`config.mk`:
```
export PLATFORM = sky130hd
export DESIGN_NAME = branch_predictor
export DESIGN_NICKNAME = d
export VERILOG_FILES = /design/src/rtl/bp_pkg.sv /design/src/rtl/bp_sat_ctr.sv /design/src/rtl/branch_predictor.sv
export SDC_FILE = /design/constraint.sdc
export NUM_CORES = 2
export LEC_CHECK = 0
export ABC_AREA = 1
export ABC_CLOCK_PERIOD_IN_PS = 31000
export BUFFER_PORTS_ARGS = -buffer_cell sky130_fd_sc_hd__buf_4
export CORE_ASPECT_RATIO = 1.4
export CORE_UTILIZATION = 55
export CTS_CLUSTER_SIZE = 24
export DETAILED_ROUTE_END_ITERATION = 6
export PLACE_DENSITY = 0.77
export SKIP_LAST_GASP = 1
export SLEW_MARGIN = 25
export SYNTH_ARGS = -nofsm -noshare
export SYNTH_HDL_FRONTEND = slang
export SYNTH_HIERARCHICAL = 1
export SYNTH_SLANG_ARGS = --single-unit
```
`constraint.sdc`:
```
create_clock -name clk -period 31 [get_ports clk]
set_clock_uncertainty 0.15 [all_clocks]
set_input_delay 4.65 -clock clk [delete_from_list [all_inputs] [get_ports clk]]
set_output_delay 4.65 -clock clk [all_outputs]
set_load 0.05 [all_outputs]
```
`src/rtl/bp_pkg.sv`:
```
// Shared branch predictor types: 2-bit counter states,
// the saturating-update function and the pred-taken flag bit.
package bp_pkg;

  typedef enum logic [1:0] {
    CTR_SNT = 2'b00,
    CTR_WNT = 2'b01,
    CTR_WT  = 2'b10,
    CTR_ST  = 2'b11
  } ctr_e;

  localparam ctr_e CTR_RESET = CTR_WNT;

  // Instruction flag bit carrying the fetch prediction;
  // the decoder and jump control read the same bit.
  localparam int FLAG_PRED_TAKEN = 16;

  function automatic ctr_e ctr_next(
    input ctr_e cur,
    input logic taken
  );
    ctr_e nxt;
    nxt = cur;
    unique case (1'b1)
      (taken && cur != CTR_ST):
        nxt = ctr_e'(cur + 2'd1);
      (!taken && cur != CTR_SNT):
        nxt = ctr_e'(cur - 2'd1);
      default:
        nxt = cur;
    endcase
    return nxt;
  endfunction

endpackage

```
`src/rtl/bp_sat_ctr.sv`:
```
// One 2-bit saturating counter, async reset to weak not-taken.
// Ports: clk, reset, en (train), taken (direction), ctr (state).
module bp_sat_ctr
  import bp_pkg::*;
(
  input  logic clk,
  input  logic reset,
  input  logic en,
  input  logic taken,
  output ctr_e ctr
);

  ctr_e ctr_q;
  ctr_e ctr_d;

  always_comb begin
    ctr_d = ctr_q;
    if (en) begin
      ctr_d = ctr_next(ctr_q, taken);
    end
  end

  always_ff @(posedge clk or posedge reset) begin
    if (reset) begin
      ctr_q <= CTR_RESET;
    end else begin
      ctr_q <= ctr_d;
    end
  end

  assign ctr = ctr_q;

endmodule

```
`src/rtl/branch_predictor.sv`:
```
// Fetch-stage branch predictor: direct-mapped 2-bit counters and a
// tagged BTB in flops, trained by execute-stage branch resolution.
// Ports: clk, reset (async, active-high), ena (advance);
//   fetch_valid/fetch_pc in -> pred_valid/pred_taken/pred_target
//   registered one cycle later;
//   upd_valid/upd_pc/upd_target/upd_taken/upd_pred_taken in ->
//   mispredict registered one cycle later.
// Option BP_STATS_EN adds stat_branches/stat_mispredicts counters.
module branch_predictor
  import bp_pkg::*;
#(
  parameter int ENTRIES = 16,
  parameter int IDX_W   = $clog2(ENTRIES),
  parameter int TAG_W   = 30 - IDX_W
) (
  input  logic        clk,
  input  logic        reset,
  input  logic        ena,
  input  logic        fetch_valid,
  input  logic [31:0] fetch_pc,
  output logic        pred_valid,
  output logic        pred_taken,
  output logic [31:0] pred_target,
  input  logic        upd_valid,
  input  logic [31:0] upd_pc,
  input  logic [31:0] upd_target,
  input  logic        upd_taken,
  input  logic        upd_pred_taken,
`ifdef BP_STATS_EN
  output logic [31:0] stat_branches,
  output logic [31:0] stat_mispredicts,
`endif
  output logic        mispredict
);

  logic [IDX_W-1:0] f_idx;
  logic [TAG_W-1:0] f_tag;
  logic [IDX_W-1:0] u_idx;
  logic [TAG_W-1:0] u_tag;
  logic             upd_go;
  logic             hit;
  logic             taken_now;
  logic             unused_ok;

  assign f_idx  = fetch_pc[IDX_W+1:2];
  assign f_tag  = fetch_pc[31:IDX_W+2];
  assign u_idx  = upd_pc[IDX_W+1:2];
  assign u_tag  = upd_pc[31:IDX_W+2];
  assign upd_go = ena && upd_valid;

  assign unused_ok = ^{fetch_pc[1:0], upd_pc[1:0]};

  ctr_e ctr [ENTRIES];

  for (genvar i = 0; i < ENTRIES; i++) begin : g_ctr
    bp_sat_ctr u_ctr (
      .clk   (clk),
      .reset (reset),
      .en    (upd_go && (u_idx == IDX_W'(i))),
      .taken (upd_taken),
      .ctr   (ctr[i])
    );
  end

  logic [ENTRIES-1:0]            valid_q, valid_d;
  logic [ENTRIES-1:0][TAG_W-1:0] tag_q, tag_d;
  logic [ENTRIES-1:0][31:0]      tgt_q, tgt_d;

  logic        pred_valid_q, pred_valid_d;
  logic        pred_taken_q, pred_taken_d;
  logic [31:0] pred_target_q, pred_target_d;
  logic        mispredict_q, mispredict_d;

  // Reads use the pre-update table: a same-cycle update lands
  // at the edge and is seen by the following fetch.
  assign hit       = valid_q[f_idx] && (tag_q[f_idx] == f_tag);
  assign taken_now = hit && ctr[f_idx][1];

  always_comb begin
    valid_d = valid_q;
    tag_d   = tag_q;
    tgt_d   = tgt_q;
    if (upd_go && upd_taken) begin
      valid_d[u_idx] = 1'b1;
      tag_d[u_idx]   = u_tag;
      tgt_d[u_idx]   = upd_target & ~32'd1;
    end
  end

  always_comb begin
    pred_valid_d  = pred_valid_q;
    pred_taken_d  = pred_taken_q;
    pred_target_d = pred_target_q;
    mispredict_d  = mispredict_q;
    if (ena) begin
      mispredict_d = upd_valid && (upd_taken ^ upd_pred_taken);
      if (fetch_valid) begin
        pred_valid_d  = 1'b1;
        pred_taken_d  = taken_now;
        pred_target_d = taken_now ? tgt_q[f_idx]
                                  : fetch_pc + 32'd4;
      end else begin
        pred_valid_d = 1'b0;
        pred_taken_d = 1'b0;
      end
    end
  end

  always_ff @(posedge clk or posedge reset) begin
    if (reset) begin
      valid_q       <= '0;
      tag_q         <= '0;
      tgt_q         <= '0;
      pred_valid_q  <= 1'b0;
      pred_taken_q  <= 1'b0;
      pred_target_q <= '0;
      mispredict_q  <= 1'b0;
    end else begin
      valid_q       <= valid_d;
      tag_q         <= tag_d;
      tgt_q         <= tgt_d;
      pred_valid_q  <= pred_valid_d;
      pred_taken_q  <= pred_taken_d;
      pred_target_q <= pred_target_d;
      mispredict_q  <= mispredict_d;
    end
  end

  assign pred_valid  = pred_valid_q;
  assign pred_taken  = pred_taken_q;
  assign pred_target = pred_target_q;
  assign mispredict  = mispredict_q;

`ifdef BP_STATS_EN
  logic [31:0] st_br_q, st_br_d;
  logic [31:0] st_mp_q, st_mp_d;

  always_comb begin
    st_br_d = st_br_q;
    st_mp_d = st_mp_q;
    if (upd_go) begin
      st_br_d = st_br_q + 32'd1;
      if (upd_taken ^ upd_pred_taken) begin
        st_mp_d = st_mp_q + 32'd1;
      end
    end
  end

  always_ff @(posedge clk or posedge reset) begin
    if (reset) begin
      st_br_q <= '0;
      st_mp_q <= '0;
    end else begin
      st_br_q <= st_br_d;
      st_mp_q <= st_mp_d;
    end
  end

  assign stat_branches    = st_br_q;
  assign stat_mispredicts = st_mp_q;
`endif

endmodule

```
==> results.sh <==
export IMPL_final_common_cell="nand2_1"
export IMPL_synth_distinct_cells=37
export IMPL_postLayoutCoreUtil_pct=60.6
export IMPL_route_detailed_drc=0
export IMPL_cts_tree="done"
export IMPL_wire_per_inst_um=19.6
export IMPL_start_util_pct=55.6
export IMPL_fin_tns_setup_ps=0
export IMPL_ys_flop_type="dfrtp_1"
export IMPL_nNetsFinal=5981
export IMPL_hold_slack_ps=305
export IMPL_final_max_slew_viol_count=0
export IMPL_cp_data_arrival_time_ps=9440
export IMPL_wirelength_um=138000
export IMPL_crit_path_frequent_cell="nand2_1"
export IMPL_first_global_vias=38544
export IMPL_fp_dieW_um=249
export IMPL_critPathMaxFanout=106
export IMPL_totalPowerFinal_uw=3240
export IMPL_fin_crit_sh_pct=29.0
export IMPL_max_stage_delay_ps=640
export IMPL_cts_resized=0
export IMPL_drtPass1Iterations=6
export IMPL_min_period_ps=8990
export IMPL_drv_cap=0
export IMPL_required_ps=31450
export IMPL_min_path_type="flip-flop to flip-flop"
export IMPL_via_per_inst=5.84
export IMPL_cts_setup_buffers=0
export IMPL_gp_congestion=0.945
export IMPL_syn_area_um2=47000
export IMPL_fill_cells=7380
export IMPL_grt_pass1_wl_um=217000
export IMPL_cpMaxStageDelayCell="buf_4"
export IMPL_holdBufCountCts=0
export IMPL_clk_latency_ps=690
export IMPL_most_common_layout_cells="1890 x nand2_1, 1286 x o21ai_0, 979 x dfrtp_1"
export IMPL_synth_edff_count=0
export IMPL_syn_nets=6156
export IMPL_postRouteAntennaNets=0
export IMPL_yosys_warnings=6
export IMPL_p_per_area_nw_per_um2=63.2
export IMPL_final_setup_viol_count=0
export IMPL_worst_pin_slew_ps=1080
export IMPL_cts_buffers=96
export IMPL_drive_gt1_share_pct=6.43
export IMPL_endpoint_kind="flip-flop"
export IMPL_crit_type="primary input to flip-flop"
export IMPL_vias=41186
export IMPL_die_area_um2=86600
export IMPL_crit_chain="clkbuf_8 -> inv_8 -> buf_4 -> buf_4 -> a21oi_1 -> o21ai_0 -> nand2_1 -> nand2_1 -> nand2_1 -> nor2_1 -> nand2_1 -> nor2_1 -> nand3_1 -> nor2_2 -> nand2_1 -> buf_4 -> nand2_1 -> nand3_1 -> nand2_1"
export IMPL_ys_top_cells_by_area="dfrtp_1 52%, nand2_1 15%, o21ai_0 14%"
export IMPL_use_met1_pct=43.4
export IMPL_synth_area_per_cell_um2=7.76
export IMPL_root_buffer="clkbuf_16"
export IMPL_clock_sinks=995
export IMPL_htreeDepth=3
export IMPL_grt_use_met2_pct=50.6
export IMPL_cts_path_max_buffers=3
export IMPL_antenna_found_initial=7
export IMPL_p_leak_uw=0.0250
export IMPL_start_kind="primary input"
export IMPL_slew_headroom_pct=27.8
export IMPL_synth_seq_cells=995
export IMPL_overflow=0
export IMPL_grt_max_degree=206
export IMPL_rsz0062_at_grt="false"
export IMPL_post_synth_top_area_cell="dfrtp_1"
export IMPL_die_y_um=348
export IMPL_dp_hpwl_um=78400
export IMPL_postSynthCellCount=6052
export IMPL_status="finished clean"
export IMPL_ir_worst_vdd_v=0.0000513
export IMPL_max_freq_ghz=0.111
export IMPL_rows=126
export IMPL_drtIter0Drc=4898
export IMPL_grt_busiest_layer="met2"
export IMPL_finalHoldViolations=0
export IMPL_yosysSeqAreaShare_pct=53.0
export IMPL_grt_use_total_pct=31.9
export IMPL_core_area_um2=84500
export IMPL_synthArstFlopShare_pct=100
export IMPL_use_met3_pct=5.53
export IMPL_numPortBuffers=134
export IMPL_synth_top_area_share_pct=52.1
export IMPL_cts_clk_slew_worst_paths_ps=60
export IMPL_area_growth_syn_to_layout_pct=9.03
export IMPL_pin_count=138
## cell families (layout without fill, tap and decap cells)
group / after synthesis / after routing / share of synthesized area (%)
buffers and inverters: 880 / 784 / 7.70
AND/OR/NAND/NOR: 2619 / 2619 / 21.7
flip-flops: 995 / 995 / 53.0
other: 0 / 4 / 0
adder cells (fa/ha/maj): 1 / 1 / 0.0266
XOR/XNOR: 28 / 28 / 0.522
AO/OA/AOI/OAI: 1529 / 1529 / 17.0
## power breakdown
group          leakage (uW)  internal (uW)  switching, uW
registers            0.0130           1480           97.2
logic                0.0104            153            293
clock network       0.00161            700            517
## final cells by class
type	instances	area, um2	area share (%)
well taps	1088	1360	2.66
repair buffers	181	1450	2.83
inverters	426	1630	3.18
clock buffers	146	2870	5.61
clock inverters	31	410	0.801
multi-input cells	4177	18600	36.3
flip-flops and latches	995	24900	48.6
diodes	4	10.0	0.0195
## worst max-delay path: cells and delay by family
kind | cells | cell delay (ps)
and+or+nand+nor | 12 | 1910
AOI/OAI and AO/OA | 2 | 220
buffers and inverters | 5 | 2460
## worst paths after layout
kind | to | depth (start not counted) | startpoint | slack, ps
worst max-delay path | pred_target[8] | 19 | fetch_pc[3] | 22010
worst min-delay path | valid_q[4] | 2 | valid_q[4] | 300
worst max register to register | pred_target[8] | 16 | tag_q[118] | 27720
worst min register to register | valid_q[4] | 2 | valid_q[4] | 300
max in group asynchronous | tgt_q[37] | 5 | reset | 24060
min in group asynchronous | g_ctr[1].u_ctr/ctr[1] | 2 | reset | 3800
## routing by layer
layer / share of wire, % / vias up
met4: 3.9 / 10
met3: 9.5 / 288
met5: 0.046 / -
met2: 46 / 1960
li1: - / 19115
met1: 41 / 19813
## stage by stage
stage / setup slack [ps] / std cells / area, um2
2_1_floorplan: 12940 / 6052 / 47000
3_5_place_dp: 21430 / 6867 / 47900
3_3_place_gp: 21480 / 6867 / 47900
5_1_grt: 21550 / 7046 / 51200
4_1_cts: 22100 / 7044 / 51200
6_report: 22010 / 7048 / 51200
## sequential cells by signal (all words and copies together), names as in the netlist
name             flops
tag_q              416
pred_valid           1
pred_target         32
mispredict           1
tgt_q              496
pred_taken           1
valid_q             16
g_ctr.u_ctr/ctr     32
## synth_stat cells, types with 3 or more instances
library cell / count
nand2_1: 1905
o21ai_0: 1286
dfrtp_1: 979
nor2_1: 442
inv_1: 404
clkbuf_1: 313
nand3_1: 245
o22ai_1: 91
a21oi_1: 62
buf_2: 56
buf_1: 38
buf_4: 30
a31oi_1: 27
xor2_1: 26
a221oi_1: 20
o211ai_1: 18
buf_6: 17
clkinv_1: 16
dfstp_2: 16
o21ai_1: 11
nor4_1: 8
a22o_1: 7
inv_2: 5
nand3b_1: 5
nor3_1: 4
o221ai_1: 4
nor2_2: 3
Note: power is estimated with default switching activity, not from simulation.
